### src/rtl/edge_scan_controller.sv
// edge_scan_controller: sequences one frame of column feeds into an external
// edge detector, tracks in-flight columns through a LATENCY-deep shift
// register, presents each column's detector flags as they return, and counts
// columns with any flag set (saturating).
// Optional feature: define EDGE_SCAN_IRQ_EN to add a sticky irq output that
// rises with done when the frame found edges, and clears on the next
// accepted start or on reset.
module edge_scan_controller #(
    parameter int COLUMNS = 64,
    parameter int LATENCY = 12,
    parameter int HEIGHT  = 5,
    parameter int CNT_W   = 16
) (
    input  logic                         clock,
    input  logic                         reset_n,
    input  logic                         start,
    input  logic                         abort,
    input  logic [17:0]                  threshold,
    input  logic [HEIGHT-1:0]            det_result,
    output logic                         busy,
    output logic                         feed_valid,
    output logic [$clog2(COLUMNS)-1:0]   feed_column,
    output logic [17:0]                  thr_q,
    output logic                         edge_valid,
    output logic [$clog2(COLUMNS)-1:0]   edge_column,
    output logic [HEIGHT-1:0]            edge_mask,
    output logic [CNT_W-1:0]             edge_count,
    output logic                         done
`ifdef EDGE_SCAN_IRQ_EN
    ,
    output logic                         irq
`endif
);

    localparam int COL_W = $clog2(COLUMNS);
    localparam logic [COL_W-1:0] LAST_COL = COL_W'(COLUMNS - 1);

    typedef enum logic [1:0] {
        IDLE  = 2'd0,
        FEED  = 2'd1,
        DRAIN = 2'd2,
        DONE  = 2'd3
    } state_t;

    state_t state;

    // In-flight tracking: valid bit and column index per pipeline slot
    logic [LATENCY-1:0] vld_p;
    logic [COL_W-1:0]   col_p [LATENCY];

    logic start_ok;
    logic abort_ok;
    logic drain_exit;

    // Saturating increment for the edge counter
    function automatic logic [CNT_W-1:0] sat_inc(input logic [CNT_W-1:0] v);
        return (&v) ? v : v + CNT_W'(1);
    endfunction

    // Abort wins over start in every state; it only has effect outside IDLE
    assign start_ok   = (state == IDLE) && start && !abort;
    assign abort_ok   = (state != IDLE) && abort;
    assign drain_exit = (state == DRAIN) && (vld_p == '0) && !abort;

    // Results leave the tracking pipe with no extra register stage
    assign edge_valid  = vld_p[LATENCY-1];
    assign edge_column = col_p[LATENCY-1];
    assign edge_mask   = edge_valid ? det_result : '0;

    // Frame sequencer with registered control outputs
    always_ff @(posedge clock) begin
        if (!reset_n) begin
            state       <= IDLE;
            busy        <= 1'b0;
            feed_valid  <= 1'b0;
            feed_column <= '0;
            thr_q       <= '0;
            done        <= 1'b0;
        end else begin
            done <= 1'b0;
            if (abort_ok) begin
                state       <= IDLE;
                busy        <= 1'b0;
                feed_valid  <= 1'b0;
                feed_column <= '0;
            end else begin
                case (state)
                    IDLE: begin
                        if (start_ok) begin
                            state       <= FEED;
                            busy        <= 1'b1;
                            feed_valid  <= 1'b1;
                            feed_column <= '0;
                            thr_q       <= threshold;
                        end
                    end
                    FEED: begin
                        if (feed_column == LAST_COL) begin
                            state       <= DRAIN;
                            feed_valid  <= 1'b0;
                            feed_column <= '0;
                        end else begin
                            feed_column <= feed_column + COL_W'(1);
                        end
                    end
                    DRAIN: begin
                        if (drain_exit) begin
                            state <= DONE;
                            done  <= 1'b1;
                        end
                    end
                    DONE: begin
                        state <= IDLE;
                        busy  <= 1'b0;
                    end
                    default: begin
                        state <= IDLE;
                        busy  <= 1'b0;
                    end
                endcase
            end
        end
    end

    // Shift the issued column through a pipe matching the detector depth; flush on abort
    always_ff @(posedge clock) begin
        if (!reset_n || abort_ok) begin
            vld_p <= '0;
            for (int i = 0; i < LATENCY; i++) begin
                col_p[i] <= '0;
            end
        end else begin
            vld_p[0] <= feed_valid;
            col_p[0] <= feed_column;
            for (int i = 1; i < LATENCY; i++) begin
                vld_p[i] <= vld_p[i-1];
                col_p[i] <= col_p[i-1];
            end
        end
    end

    // Count columns with any flag; cleared only by an accepted start or reset
    always_ff @(posedge clock) begin
        if (!reset_n) begin
            edge_count <= '0;
        end else if (start_ok) begin
            edge_count <= '0;
        end else if (edge_valid && (|edge_mask)) begin
            edge_count <= sat_inc(edge_count);
        end
    end

`ifdef EDGE_SCAN_IRQ_EN
    // Sticky interrupt raised together with done when the frame saw edges
    always_ff @(posedge clock) begin
        if (!reset_n) begin
            irq <= 1'b0;
        end else if (start_ok) begin
            irq <= 1'b0;
        end else if (drain_exit && (edge_count != '0)) begin
            irq <= 1'b1;
        end
    end
`endif

endmodule

### config.mk
export PLATFORM = sky130hd
export DESIGN_NAME = edge_scan_controller
export DESIGN_NICKNAME = d
export VERILOG_FILES = /design/src/rtl/edge_scan_controller.sv
export SDC_FILE = /design/constraint.sdc
export NUM_CORES = 1
export LEC_CHECK = 0
export CAP_MARGIN = 20
export CORE_ASPECT_RATIO = 0.5
export CORE_UTILIZATION = 55
export DETAILED_ROUTE_END_ITERATION = 6
export PLACE_DENSITY_LB_ADDON = 0.3
export SYNTH_ARGS = -nofsm -noshare
export SYNTH_HDL_FRONTEND = slang
export SYNTH_SLANG_ARGS = --single-unit
### constraint.sdc
create_clock -name clock -period 4.8 [get_ports clock]
set_input_delay 0.72 -clock clock [delete_from_list [all_inputs] [get_ports clock]]
set_output_delay 0.72 -clock clock [all_outputs]
set_load 0.03 [all_outputs]
After elaboration in Yosys (flattened, before gate mapping)
Memories as Yosys holds them, arrays and structs flattened.
Index checks and enable logic that the tools add are counted.

cells by class
  $add $sub $neg = 2
  multiply operators = 0
  divide/modulo/power cells = 0
  order comparisons = 0
  eq/ne operators = 7
  shifts and indexed selects = 0
  multiplexer cells = 28
  bitwise gates (word level) = 16
  reduce and logical (&&, ||, !) cells = 25

operator list
  kind                     number
  $mux W6                  14
  $add A16 B1 Y16 const B  1
  $reduce_and A16 Y1       1
  $logic_not A12 Y1        1
  $or A1 B1 Y1             12
  $pmux W6 S2              1
  $reduce_and A3 Y1        3
  $pmux W2 S4              1
  $add A6 B1 Y6 const B    1
  $eq A6 B6 Y1 const B     1
  $logic_and A1 B1 Y1      6
  $mux W1                  6
  $mux W2                  3
  $ne A2 B2 Y1 const B     3
  $reduce_and A2 Y1        3
  $reduce_bool A2 Y1       3
  $mux W5                  1
  $reduce_or A5 Y1         1
  $eq A2 B2 Y1 const B     2
  $not A1 Y1               4
  $pmux W1 S2              2
  $reduce_or A2 Y1         2
  $reduce_or A3 Y1         1
  $eq A2 B1 Y1 const B     1
  other kinds (3)          4

storage, ports and cells
  register bits after elaboration = 57
  bits in latches = 0
  RAM bits = 72
  ROM bits = 0
  output and inout port bits = 55
  memories kept = 1

memory list
  name   depth  width  read ports  clocked after memory_dff  write ports  line  RTL
  col_p  12     6      12          0                         12           49    logic [COL_W-1:0] col_p [LATENCY];

Longest topological paths before layout
  depth in word-level cells = 6
  gate-level depth with buffers = 7
  gate-level depth less buffers = 7

Worst setup path after synthesis
No wires, ideal clock.

  path kind = input to register
  start point = input det_result[2]
  end point = register edge_count[2]
  data arrival time = 1838 ps
  path slack = 2846 ps
  stages = 4
  buffers on the path = 0
  cells stage by stage = or4_4 -> o21ai_4 -> a21oi_1 -> a31o_2

between the ends
  cells in the longest elaborated chain, start to end = 4

ends and longest elaborated chain
  element                             line  RTL
  start, declared                     19    input logic [HEIGHT-1:0] det_result,
  $mux W5                             68    assign edge_mask = edge_valid ? det_result : '0;
  $reduce_or A5 Y1                    148   end else if (edge_valid && (|edge_mask)) begin
  $logic_and A1 B1 Y1                 148
  $reduce_and A2 Y1 (no source line)  -
  end signal, assigned                149   edge_count <= sat_inc(edge_count);
  end, declared                       27    output logic [CNT_W-1:0] edge_count,

Every way passes these cells.
A chain may end at the register's enable or synchronous reset.

Worst setup path after layout
  start point = input det_result[4]
  end point = output edge_mask[4]

between the ends
  cells in the longest elaborated chain, start to end = 1

ends and longest elaborated chain
  element        line  RTL
  $mux W5        68
  end, declared  26    output logic [HEIGHT-1:0] edge_mask,

Every way passes these cells.

==> metrics <==
result of the run=finished clean; total track usage=21.20%; DR vias/cell=4.939; antenna-violating nets left=0; end of the worst register-to-register path=col_p[1][23]; vias in the first global route=2945; net count reported at finish=548; share of flip-flops with an asynchronous set or reset after synthesis=0%; number of antenna violations at the first check in global routing=0; synth-to-layout area growth=32.21%; clock-pin transition on the worst setup and hold timing paths=0.05 ns; count of flip-flops with a built-in enable after synthesis=0; number of pins exceeding their max-slew limit in the final report=0; Placeable Area=7570 µm²; number of sinks handled by clock tree synthesis=129; slew margin rel.=43.94%; pin count of the biggest net entering global routing=49; leakage component of the power=0.002241 µW; classification of the worst-slack hold path=register to register; final hold viol count=0; # port buffers=81; post-CTS setup buffers=0; number of buffers inserted by hold repair at cts=0; critical-path maximum fanout=3; clock latency reported for the late side of the worst-skew pair=0.40 ns; post-cts repair resize count=0; number of remaining DRC errors=0; cells traversed along the worst timing path=clkdlybuf4s50_1, and2_1, clkdlybuf4s50_1; slack of the worst reg-to-reg path=2.56 ns; cell depth of the worst min-delay path=1; antenna diode instance count=0; Initial DRC Count=178; worst hold margin=0.4210 ns; grt total ovfl=0; data arrival time of the worst path=2.06 ns; global-route wire length before repair=13.41 mm; delay contributed by the slowest stage of the critical path=0.66 ns; Crit Reg-Reg Startpoint=state[0]; wire length per cell after detailed routing=12.64 µm; total power density per cell area=459.8 nW/µm²; category of the worst setup path capture point=primary output; Warnings, synthesis=0; transition time at the pin with the least slew margin=0.8388 ns; post-synthesis instance area=4432 µm²; Placement Rows=22; time the final worst path needs with I/O delays and setup=2.783 ns; crit start category=input pin; start point of the worst min-delay path=col_p[1][4]; number of standard cells after synthesis=437; vertical extent of the die=65.48 µm; summed negative setup slack over all endpoints=0 ns; number of buffer and inverter stages on the critical path=2; share of the clock period used by the worst path after layout=57.98%; Top Family by Delay on Critical Path=buffers and inverters; drt pass-1 iters=4; highest ir drop seen on vdd=0.0003234 V; number of maximum-capacitance constraint violations=0; post-detail-place hpwl=4.860 mm; sum of internal, switching and leakage power=2694 µW; Post-Syn Nets=470; RD Place Congestion=0.7770; count of distinct cell types in the synthesized netlist=44; clock tree from TritonCTS=done; CTS Root Buffer Type=sky130_fd_sc_hd__clkbuf_16; Die W=128.9 µm; sequential share of the synthesized area=58.27%; vias post-DR=3141; sink of the worst hold path=col_p[1][10]; number of cell instances on the worst register-to-register path=6; Placed Instance Area=5276 µm²; initial cell density of the core=58.55%; number of register bits inferred by synthesis=129; CP Data Required Time=4.08 ns; highest clock rate=0.3593 GHz; synthesized area per cell=10.14 µm²; area enclosed by the die boundary=8443 µm²; CTS Buf Count=17; path type of the worst setup path=input pin to primary output; total I/O pin count=82; prevailing post-synth register cell=sky130_fd_sc_hd__dfxtp_1; overall routed net length=8.040 mm; maximum level of the CTS H-tree=4; total non-filler cell area in the finished layout=5859 µm²; buffer depth of the longest clock path=2; fraction of layout instances using a drive strength above 1=7.955%; final setup violation count=0; setup repair after global routing missed its margin=no; most frequent CP cell=sky130_fd_sc_hd__clkdlybuf4s50_1; cell type of the slowest stage on the worst timing path=sky130_fd_sc_hd__clkdlybuf4s50_1; post-route clock skew=0.007634 ns
through the flow:
step	std cells	util, %	setup WS [ns]
6_report	636	77.41	2.017
3_5_place_dp	604	69.70	1.691
4_1_cts	636	77.41	2.011
5_1_grt	636	77.41	1.918
2_1_floorplan	437	-	2.846
3_3_place_gp	604	69.70	1.743
synth_stat cells, drive strengths merged (3+ instances only):
| cell type | instances | area share (%) |
|---|---|---|
| nand4 | 4 | 0.90 |
| ha | 6 | 1.7 |
| and3 | 3 | 0.42 |
| a21oi | 10 | 1.1 |
| and2 | 91 | 13 |
| inv | 10 | 0.85 |
| nor2 | 20 | 1.7 |
| dfxtp | 129 | 58 |
| a211oi | 4 | 0.68 |
| nand2 | 54 | 4.6 |
| or3 | 5 | 0.71 |
| xor2 | 3 | 0.59 |
| clkbuf | 16 | 1.4 |
| buf | 8 | 1.5 |
| xnor2 | 7 | 1.4 |
| o21ai | 11 | 1.5 |
| and4 | 4 | 0.88 |
| nor4 | 5 | 0.85 |
| a21boi | 19 | 3.2 |
| nand3 | 10 | 1.1 |
cell usage in the layout (no fill, tap or decap), types with 3 or more instances in the layout:
| master | n |
|---|---|
| sky130_fd_sc_hd__dfxtp_1 | 129 |
| sky130_fd_sc_hd__and2_1 | 91 |
| sky130_fd_sc_hd__clkdlybuf4s50_1 | 81 |
| sky130_fd_sc_hd__nand2_1 | 54 |
| sky130_fd_sc_hd__nor2_1 | 20 |
| sky130_fd_sc_hd__a21boi_0 | 18 |
| sky130_fd_sc_hd__clkbuf_16 | 17 |
| sky130_fd_sc_hd__inv_1 | 10 |
| sky130_fd_sc_hd__nand3_1 | 10 |
| sky130_fd_sc_hd__a21oi_1 | 10 |
| sky130_fd_sc_hd__o21ai_0 | 9 |
| sky130_fd_sc_hd__xnor2_1 | 7 |
| sky130_fd_sc_hd__ha_1 | 6 |
| sky130_fd_sc_hd__or3_1 | 5 |
| sky130_fd_sc_hd__clkinv_2 | 5 |
| sky130_fd_sc_hd__nor4_1 | 4 |
| sky130_fd_sc_hd__a211oi_1 | 4 |
| sky130_fd_sc_hd__and3_1 | 3 |
| sky130_fd_sc_hd__xor2_1 | 3 |
| sky130_fd_sc_hd__nand4_1 | 3 |
| sky130_fd_sc_hd__clkbuf_8 | 3 |
layer usage:
metal | GRT usage (%) | vias to the layer above | routed length, µm
li1 | - | 1588 | -
met1 | 25.65 | 1458 | 3687
met2 | 34.39 | 79 | 3828
met3 | 7.329 | 16 | 403
met4 | 9.706 | 0 | 121
met5 | 0 | - | 0
report_power, final:
part,internal [µW],switching [µW]
logic,118,213
clock network,801,432
registers,1110,22.8
total,2030,669
worst max path at each step:
stage	end	startpoint	cells past startpoint	slack, ns
after CTS	edge_mask[4]	det_result[4]	3	2.01
after detailed placement	col_p[1][12]	reset_n	4	1.69
after global placement	col_p[2][18]	reset_n	4	1.74
after floorplan	edge_count[2]	det_result[2]	4	2.85
final	edge_mask[4]	det_result[4]	3	2.02
after global routing	col_p[1][12]	reset_n	4	1.92
flip-flops by register name, indices dropped and copies added, names as in the netlist:
| register | count |
|---|---|
| edge_count | 16 |
| busy | 1 |
| col_p | 72 |
| feed_valid | 1 |
| thr_q | 18 |
| state | 2 |
| done | 1 |
| vld_p | 12 |
| feed_column | 6 |
cell type report:
type / count / area [µm²]
sequential: 129 / 2582
clock buffer: 22 / 474.2
clock inverter: 10 / 108.9
fill: 494 / 1710
timing repair buffer: 83 / 825.8
multi-input combinational: 274 / 1695
inverter: 10 / 37.54
tap: 108 / 135.1
kinds of logic after synthesis:
logic type	share of synthesized area, %
simple gates	24.93
flops	58.27
compound gates	9.176
buf+inv	3.727
xor+xnor	1.976
fa+ha+maj	1.694
mux	0.2259
Note: power is estimated with default switching activity, not from simulation.
